## src/rtl/uart_rx_if.sv

```systemverilog
// uart_rx_if: byte-side interface of the oversampling UART receiver.
// The receiver drives it through the master modport; the RX FIFO or
// debug unit consumes it through the slave modport.
interface uart_rx_if #(
    parameter int DATA_BITS = 8
);
    logic [DATA_BITS-1:0] rx_data;
    logic                 rx_done;
    logic                 rx_busy;
    logic                 frame_error;
    logic                 parity_error;

    modport master (
        output rx_data,
        output rx_done,
        output rx_busy,
        output frame_error,
        output parity_error
    );

    modport slave (
        input rx_data,
        input rx_done,
        input rx_busy,
        input frame_error,
        input parity_error
    );
endinterface

```

## src/rtl/uart_rx.sv

```systemverilog
// uart_rx: oversampling UART receiver (LSB first, start/data/stop framing).
// The serial line is sampled on baud_tick strobes; the start bit is
// qualified at its middle, every following bit is sampled one bit period
// later, and the stop bit is checked STOP_TICKS strobes after the last
// data (or parity) sample. Each frame is delivered with a one-clk rx_done.
// Optional feature: define UART_RX_PARITY_EN to add a parity bit between
// the data and the stop phase (PARITY_ODD selects odd parity). Without the
// macro parity_error is tied low and no parity state or flops exist.
module uart_rx #(
    parameter int DATA_BITS  = 8,
    parameter int OVERSAMPLE = 16,
    parameter int STOP_TICKS = 16
`ifdef UART_RX_PARITY_EN
    ,
    parameter bit PARITY_ODD = 1'b0
`endif
) (
    input  logic      clk,
    input  logic      reset,
    input  logic      baud_tick,
    input  logic      rx,
    uart_rx_if.master bus
);

    localparam int TICK_MAX = (OVERSAMPLE > STOP_TICKS) ? OVERSAMPLE : STOP_TICKS;
    localparam int TICK_W   = $clog2(TICK_MAX);
    localparam int BIT_W    = $clog2(DATA_BITS + 1);

    localparam logic [TICK_W-1:0]    TICK_ZERO    = {TICK_W{1'b0}};
    localparam logic [TICK_W-1:0]    TICK_ONE     = TICK_W'(1);
    localparam logic [TICK_W-1:0]    START_MID    = TICK_W'(OVERSAMPLE / 2 - 1);
    localparam logic [TICK_W-1:0]    BIT_LAST     = TICK_W'(OVERSAMPLE - 1);
    localparam logic [TICK_W-1:0]    STOP_LAST    = TICK_W'(STOP_TICKS - 1);
    localparam logic [BIT_W-1:0]     BIT_ZERO     = {BIT_W{1'b0}};
    localparam logic [BIT_W-1:0]     BIT_ONE      = BIT_W'(1);
    localparam logic [BIT_W-1:0]     BIT_CNT_LAST = BIT_W'(DATA_BITS - 1);
    localparam logic [DATA_BITS-1:0] WORD_ZERO    = {DATA_BITS{1'b0}};

`ifdef UART_RX_PARITY_EN
    typedef enum logic [2:0] {
        ST_IDLE   = 3'd0,
        ST_START  = 3'd1,
        ST_DATA   = 3'd2,
        ST_PARITY = 3'd3,
        ST_STOP   = 3'd4
    } state_t;

    // Received word, received parity bit and the configured sense combine
    // into a single mismatch flag.
    function automatic logic parity_mismatch(input logic [DATA_BITS-1:0] word,
                                             input logic                 pbit);
        return (^word) ^ pbit ^ PARITY_ODD;
    endfunction
`else
    typedef enum logic [1:0] {
        ST_IDLE  = 2'd0,
        ST_START = 2'd1,
        ST_DATA  = 2'd2,
        ST_STOP  = 2'd3
    } state_t;
`endif

    logic                 rx_meta_r;
    logic                 rx_sync_r;
    state_t               state_r,    state_s;
    logic [TICK_W-1:0]    tick_cnt_r, tick_cnt_s;
    logic [BIT_W-1:0]     bit_cnt_r,  bit_cnt_s;
    logic [DATA_BITS-1:0] shift_r,    shift_s;
    logic [DATA_BITS-1:0] data_r,     data_s;
    logic                 done_r,     done_s;
    logic                 ferr_r,     ferr_s;
    logic                 busy_r;
`ifdef UART_RX_PARITY_EN
    logic                 pbit_r,     pbit_s;
    logic                 perr_r,     perr_s;
`endif

    // Two-flop synchroniser for the asynchronous serial line (idle high).
    always_ff @(posedge clk or negedge reset) begin
        if (!reset) begin
            rx_meta_r <= 1'b1;
            rx_sync_r <= 1'b1;
        end else begin
            rx_meta_r <= rx;
            rx_sync_r <= rx_meta_r;
        end
    end

    // Next-state, counter, shift and output-update logic of the frame FSM.
    always_comb begin
        state_s    = state_r;
        tick_cnt_s = tick_cnt_r;
        bit_cnt_s  = bit_cnt_r;
        shift_s    = shift_r;
        data_s     = data_r;
        done_s     = 1'b0;
        ferr_s     = ferr_r;
`ifdef UART_RX_PARITY_EN
        pbit_s     = pbit_r;
        perr_s     = perr_r;
`endif
        case (state_r)
            ST_IDLE: begin
                // Falling edge seen: start timing from here, ticks ignored in IDLE.
                if (!rx_sync_r) begin
                    state_s    = ST_START;
                    tick_cnt_s = TICK_ZERO;
                end else begin
                    state_s    = ST_IDLE;
                end
            end
            ST_START: begin
                if (baud_tick) begin
                    if (tick_cnt_r == START_MID) begin
                        tick_cnt_s = TICK_ZERO;
                        // Still low at mid start bit: genuine frame, else a glitch.
                        if (!rx_sync_r) begin
                            state_s   = ST_DATA;
                            bit_cnt_s = BIT_ZERO;
                        end else begin
                            state_s   = ST_IDLE;
                        end
                    end else begin
                        tick_cnt_s = tick_cnt_r + TICK_ONE;
                    end
                end else begin
                    tick_cnt_s = tick_cnt_r;
                end
            end
            ST_DATA: begin
                if (baud_tick) begin
                    if (tick_cnt_r == BIT_LAST) begin
                        shift_s    = {rx_sync_r, shift_r[DATA_BITS-1:1]};
                        tick_cnt_s = TICK_ZERO;
                        bit_cnt_s  = bit_cnt_r + BIT_ONE;
                        if (bit_cnt_r == BIT_CNT_LAST) begin
`ifdef UART_RX_PARITY_EN
                            state_s = ST_PARITY;
`else
                            state_s = ST_STOP;
`endif
                        end else begin
                            state_s = ST_DATA;
                        end
                    end else begin
                        tick_cnt_s = tick_cnt_r + TICK_ONE;
                    end
                end else begin
                    tick_cnt_s = tick_cnt_r;
                end
            end
`ifdef UART_RX_PARITY_EN
            ST_PARITY: begin
                if (baud_tick) begin
                    if (tick_cnt_r == BIT_LAST) begin
                        pbit_s     = rx_sync_r;
                        tick_cnt_s = TICK_ZERO;
                        state_s    = ST_STOP;
                    end else begin
                        tick_cnt_s = tick_cnt_r + TICK_ONE;
                    end
                end else begin
                    tick_cnt_s = tick_cnt_r;
                end
            end
`endif
            ST_STOP: begin
                if (baud_tick) begin
                    if (tick_cnt_r == STOP_LAST) begin
                        // Frame is handed over even when the stop bit is bad.
                        data_s     = shift_r;
                        ferr_s     = ~rx_sync_r;
                        done_s     = 1'b1;
`ifdef UART_RX_PARITY_EN
                        perr_s     = parity_mismatch(shift_r, pbit_r);
`endif
                        tick_cnt_s = TICK_ZERO;
                        state_s    = ST_IDLE;
                    end else begin
                        tick_cnt_s = tick_cnt_r + TICK_ONE;
                    end
                end else begin
                    tick_cnt_s = tick_cnt_r;
                end
            end
            default: begin
                // Unreachable encodings fall back to a clean idle.
                state_s    = ST_IDLE;
                tick_cnt_s = TICK_ZERO;
                bit_cnt_s  = BIT_ZERO;
            end
        endcase
    end

    // FSM state, counters and registered outputs.
    always_ff @(posedge clk or negedge reset) begin
        if (!reset) begin
            state_r    <= ST_IDLE;
            tick_cnt_r <= TICK_ZERO;
            bit_cnt_r  <= BIT_ZERO;
            shift_r    <= WORD_ZERO;
            data_r     <= WORD_ZERO;
            done_r     <= 1'b0;
            ferr_r     <= 1'b0;
            busy_r     <= 1'b0;
`ifdef UART_RX_PARITY_EN
            pbit_r     <= 1'b0;
            perr_r     <= 1'b0;
`endif
        end else begin
            state_r    <= state_s;
            tick_cnt_r <= tick_cnt_s;
            bit_cnt_r  <= bit_cnt_s;
            shift_r    <= shift_s;
            data_r     <= data_s;
            done_r     <= done_s;
            ferr_r     <= ferr_s;
            // Lags the state by one clk so busy covers the rx_done cycle.
            busy_r     <= (state_r != ST_IDLE);
`ifdef UART_RX_PARITY_EN
            pbit_r     <= pbit_s;
            perr_r     <= perr_s;
`endif
        end
    end

    assign bus.rx_data     = data_r;
    assign bus.rx_done     = done_r;
    assign bus.rx_busy     = busy_r;
    assign bus.frame_error = ferr_r;
`ifdef UART_RX_PARITY_EN
    assign bus.parity_error = perr_r;
`else
    assign bus.parity_error = 1'b0;
`endif

endmodule

```

## src/flat_wrapper.sv

```systemverilog
// flat-port wrapper written by rule: the top's interface ports become plain ports
module uart_rx_flat 
#(
    parameter int DATA_BITS  = 8,
    parameter int OVERSAMPLE = 16,
    parameter int STOP_TICKS = 16

)
  (clk, reset, baud_tick, rx, bus_rx_data, bus_rx_done, bus_rx_busy, bus_frame_error, bus_parity_error);
  uart_rx_if #(.DATA_BITS(DATA_BITS)) bus_i ();
  input  logic clk;
  input  logic reset;
  input  logic baud_tick;
  input  logic rx;
  output wire logic [$bits(bus_i.rx_data)-1:0] bus_rx_data;
  output wire logic [$bits(bus_i.rx_done)-1:0] bus_rx_done;
  output wire logic [$bits(bus_i.rx_busy)-1:0] bus_rx_busy;
  output wire logic [$bits(bus_i.frame_error)-1:0] bus_frame_error;
  output wire logic [$bits(bus_i.parity_error)-1:0] bus_parity_error;
  assign bus_rx_data = bus_i.rx_data;
  assign bus_rx_done = bus_i.rx_done;
  assign bus_rx_busy = bus_i.rx_busy;
  assign bus_frame_error = bus_i.frame_error;
  assign bus_parity_error = bus_i.parity_error;
  uart_rx #(.DATA_BITS(DATA_BITS), .OVERSAMPLE(OVERSAMPLE), .STOP_TICKS(STOP_TICKS)) u_core (.clk(clk), .reset(reset), .baud_tick(baud_tick), .rx(rx), .bus(bus_i));
endmodule
```

## config.mk

```make
export PLATFORM = sky130hd
export DESIGN_NAME = uart_rx_flat
export DESIGN_NICKNAME = d
export VERILOG_FILES = /design/src/rtl/uart_rx_if.sv /design/src/rtl/uart_rx.sv /design/src/flat_wrapper.sv
export SDC_FILE = /design/constraint.sdc
export NUM_CORES = 1
export LEC_CHECK = 0
export CORE_AREA = 2 2 54 56
export DETAILED_ROUTE_END_ITERATION = 8
export DIE_AREA = 0 0 56 58
export GPL_ROUTABILITY_DRIVEN = 0
export PLACE_DENSITY = 0.77
export SYNTH_ARGS = -nofsm -noshare
export SYNTH_HDL_FRONTEND = slang
export SYNTH_SLANG_ARGS = --single-unit
```

## constraint.sdc

```tcl
create_clock -name clk -period 1.75 [get_ports clk]
set_input_delay 0.525 -clock clk [delete_from_list [all_inputs] [get_ports clk]]
set_output_delay 0.525 -clock clk [all_outputs]
set_load 0.02 [all_outputs]
```

==> flow_summary.toml, run 1 <==
[worst_hold_path]
hold_path_class = "reg2reg"

[synth]
yosysTopAreaCell = "dfrtp_1"
synth.most_common_cell = "dfrtp_1"
synthAdderAreaFrac_pct = 1.79
synth.distinct_cells = 40
synth_compound_area_share_pct = 9.30
yosys-mux-area-fraction_pct = 16.8
ys_seq_area_share_pct = 55.6
yosys-top-cells-area = "dfrtp_1 52%, mux2_4 9.7%, mux2_2 4.8%"
ys_ff_latch = 31
synth_top_family_by_area = "multiplexers"
synthDominantCellAreaShare_pct = 51.9
synth.cell_area_um2 = 1400
synth_warnings = 0
postSynth.asyncResetShare_pct = 100
synth.top_cells.by_count = "29 x dfrtp_1, 9 x mux2_4, 6 x mux2_2, 6 x nand2_1"
syn_nets = 112
synth-xor-area-share_pct = 0.626
syn_inst = 106
synth_simple_gate_area_share_pct = 11.2
syn_avg_cell_area_um2 = 13.2
synth-edff-count = 0
ys.flop_type = "dfrtp_1"

[placement]
place_inst = 157
post-place-ws_ps = -263
port-buffer-count = 14
post_dp_cell_area_um2 = 1610
hpwl_mm = 1.80

[detailed_routing]
drt-total-wl_mm = 2.38
ant_nets = 0
detail_route.vias_per_cell = 5.39
vias = 890
drtIter0Drc = 8
dr.pass1.iters = 4
routedWlPerCell_um = 14.4
drc_errors = 0

[critical_path]
cp-start-kind = "input port"
cp-end-kind = "flop"
critPathMaxFanout = 10
crit_type = "in2reg"
cp_data_arrival_time_ps = 1880
crit_required_ps = 1960
ff2ff_setup_slack_ps = 140

[clock_tree]
cts_num_sinks = 31
clockBufferDepth = 2
clk_latency_ps = 320
ctsHoldBuffers = 0
clock_tree.root_cell = "clkbuf_4"
cts_made_buffers = 5
clk_pin_slew_ps = 90
cts_tree = "yes"
htree_num_levels = 2

[die]
initial_utilization_pct = 52.5
io_pins = 16
die_h_um = 58
dieArea_um2 = 3250
rows = 19
coreArea_um2 = 2660
die_w_um = 56

[timing]
hold_viol = 0
finalCritPeriodShare_pct = 95.1
fmax_mhz = 601
final-setup-viol-count = 0
min_period_ps = 1660
fin_ws_ps = 85.5
final.setup_skew_ps = 7.76
final.setup.tns_ps = 0
finalMaxSlewViolations = 0
rsz0062_at_grt = "false"

[finish]
multi_input_area_um2 = 566
antenna_cells = 0
drive_gt1_share_pct = 29.9
fillers = 225
seq_area_um2 = 778
final_area_um2 = 1670
fin_nets = 139
area_growth_pct = 19.2
fin_cells = 165

[global_routing]
grt_max_degree = 11
antenna_found_initial = 0
overflow = 0
grt_pass1_vias = 966
grt_pass1_wl_mm = 4.18
grtUsageTotal_pct = 17.4

[power_and_ir_drop]
vdd_drop_max_uv = 858
leakagePower_nw = 0.841
power_density_nw_per_um2 = 1060

[status]
status = "finished, final reports clean"

[flow_run]
maxCapViolations = 0
stage by stage:
| stage | total power [mW] | hold slack (ps) | utilization (%) |
|---|---|---|---|
| 2_1_floorplan | 1.18 | 229 | - |
| 3_3_place_gp | 1.29 | 347 | 60.3 |
| 3_5_place_dp | 1.31 | 348 | 60.3 |
| 4_1_cts | 1.77 | 361 | 62.4 |
| 5_1_grt | 1.89 | 369 | 62.6 |
| 6_report | 1.77 | 359 | 62.6 |
area by class of cell:
| type | instances | share of cell area [%] |
|---|---|---|
| Timing Repair Buffer | 24 | 12.1 |
| Multi-Input combinational cell | 67 | 33.9 |
| Sequential cell | 31 | 46.7 |
| Inverter | 4 | 0.900 |
| Clock buffer | 8 | 4.13 |
| Tap cell | 31 | 2.33 |
critical path: stages:
cell,delay [ps]
clkdlybuf4s50_1,480
and4_4,250
and3_4,300
mux2_4,320
flip-flops by register name (all words and copies together) (netlist names), named ones only:
name                    count
u_core.state_r              1
u_core.bus.rx_done          1
u_core.shift_r              8
u_core.bus.frame_error      1
u_core.tick_cnt_r           4
u_core.bit_cnt_r            4
u_core.rx_sync_r            1
u_core.bus.rx_data          8
u_core.rx_meta_r            1
u_core.bus.rx_busy          1
where the power goes:
group          switching, mW  internal [mW]  leakage, nW  total, mW
clock network          0.227          0.236       0.0386      0.463
logic                  0.236          0.185        0.392      0.420
registers             0.0950          0.792        0.410      0.888
total                  0.558           1.21        0.841       1.77
placed cells by master, fill, tap and decap left out, types with 2 or more instances in the layout:
master,Yosys,final
and2_1,3,3
o21ai_1,2,2
clkdlybuf4s50_1,0,3
mux2_4,9,9
dfrtp_1,29,29
dfstp_2,2,2
o31ai_1,3,3
clkbuf_4,0,5
o21ai_0,4,4
a31oi_1,2,2
mux2_2,6,6
mux2_1,2,2
nand3_1,2,2
a21oi_1,2,2
nor2b_1,2,2
ha_1,2,2
inv_1,4,4
buf_4,2,10
nand2_1,6,6
clkbuf_8,0,2
dlygate4sd2_1,0,11
nor2_1,2,2
cells by family (layout without fill, tap and decap cells):
family,after synthesis,count (layout)
DFF,31,31
xor gates and xnor gates,1,1
other,1,1
AOI/OAI and AO/OA,19,19
adders and majority gates,2,2
and+or+nand+nor,26,26
buffers and inverters,8,36
muxes,18,18
routing by layer:
layer	vias up	GRT usage [%]	share of wire, %
li1	427	-	-
met1	439	19.0	43
met2	20	29.7	51
met3	4	5.58	3.9
met4	0	10.2	1.8
met5	-	0	0
what timing repair did:
action	CTS	global route
resized for setup	11	1
buffers inserted	0	0
setup endpoints to repair	11	4
worst paths after layout:
kind                                    endpoint                 start  cells past startpoint
min reg2reg                     u_core.rx_sync_r      u_core.rx_meta_r                      0
max reg2reg                    u_core.shift_r[5]  u_core.tick_cnt_r[0]                      5
max in group asynchronous              async pin                 reset                      2
min                             u_core.rx_sync_r      u_core.rx_meta_r                      0
min in group asynchronous   u_core.tick_cnt_r[0]                 reset                      1
max                        u_core.bus.rx_data[5]             baud_tick                      4
Power figures use the tool's default switching activity.
==> run 2, diff against run 1 <==
--- a/config.mk
+++ b/config.mk
@@ -8,7 +8,6 @@
 export CORE_AREA = 2 2 54 56
 export DETAILED_ROUTE_END_ITERATION = 8
 export DIE_AREA = 0 0 56 58
-export GPL_ROUTABILITY_DRIVEN = 0
 export PLACE_DENSITY = 0.77
 export SYNTH_ARGS = -nofsm -noshare
 export SYNTH_HDL_FRONTEND = slang
==> results of run 2 <==
The final DEF is identical to that of run 1; final timing and power are the same.
==> run 3, diff against run 2 <==
--- a/config.mk
+++ b/config.mk
@@ -8,7 +8,9 @@
 export CORE_AREA = 2 2 54 56
 export DETAILED_ROUTE_END_ITERATION = 8
 export DIE_AREA = 0 0 56 58
+export GPL_ROUTABILITY_DRIVEN = 1
 export PLACE_DENSITY = 0.77
+export SLEW_MARGIN = 20
 export SYNTH_ARGS = -nofsm -noshare
 export SYNTH_HDL_FRONTEND = slang
 export SYNTH_SLANG_ARGS = --single-unit
==> results of run 3 <==
The final DEF is identical to that of run 1; final timing and power are the same.
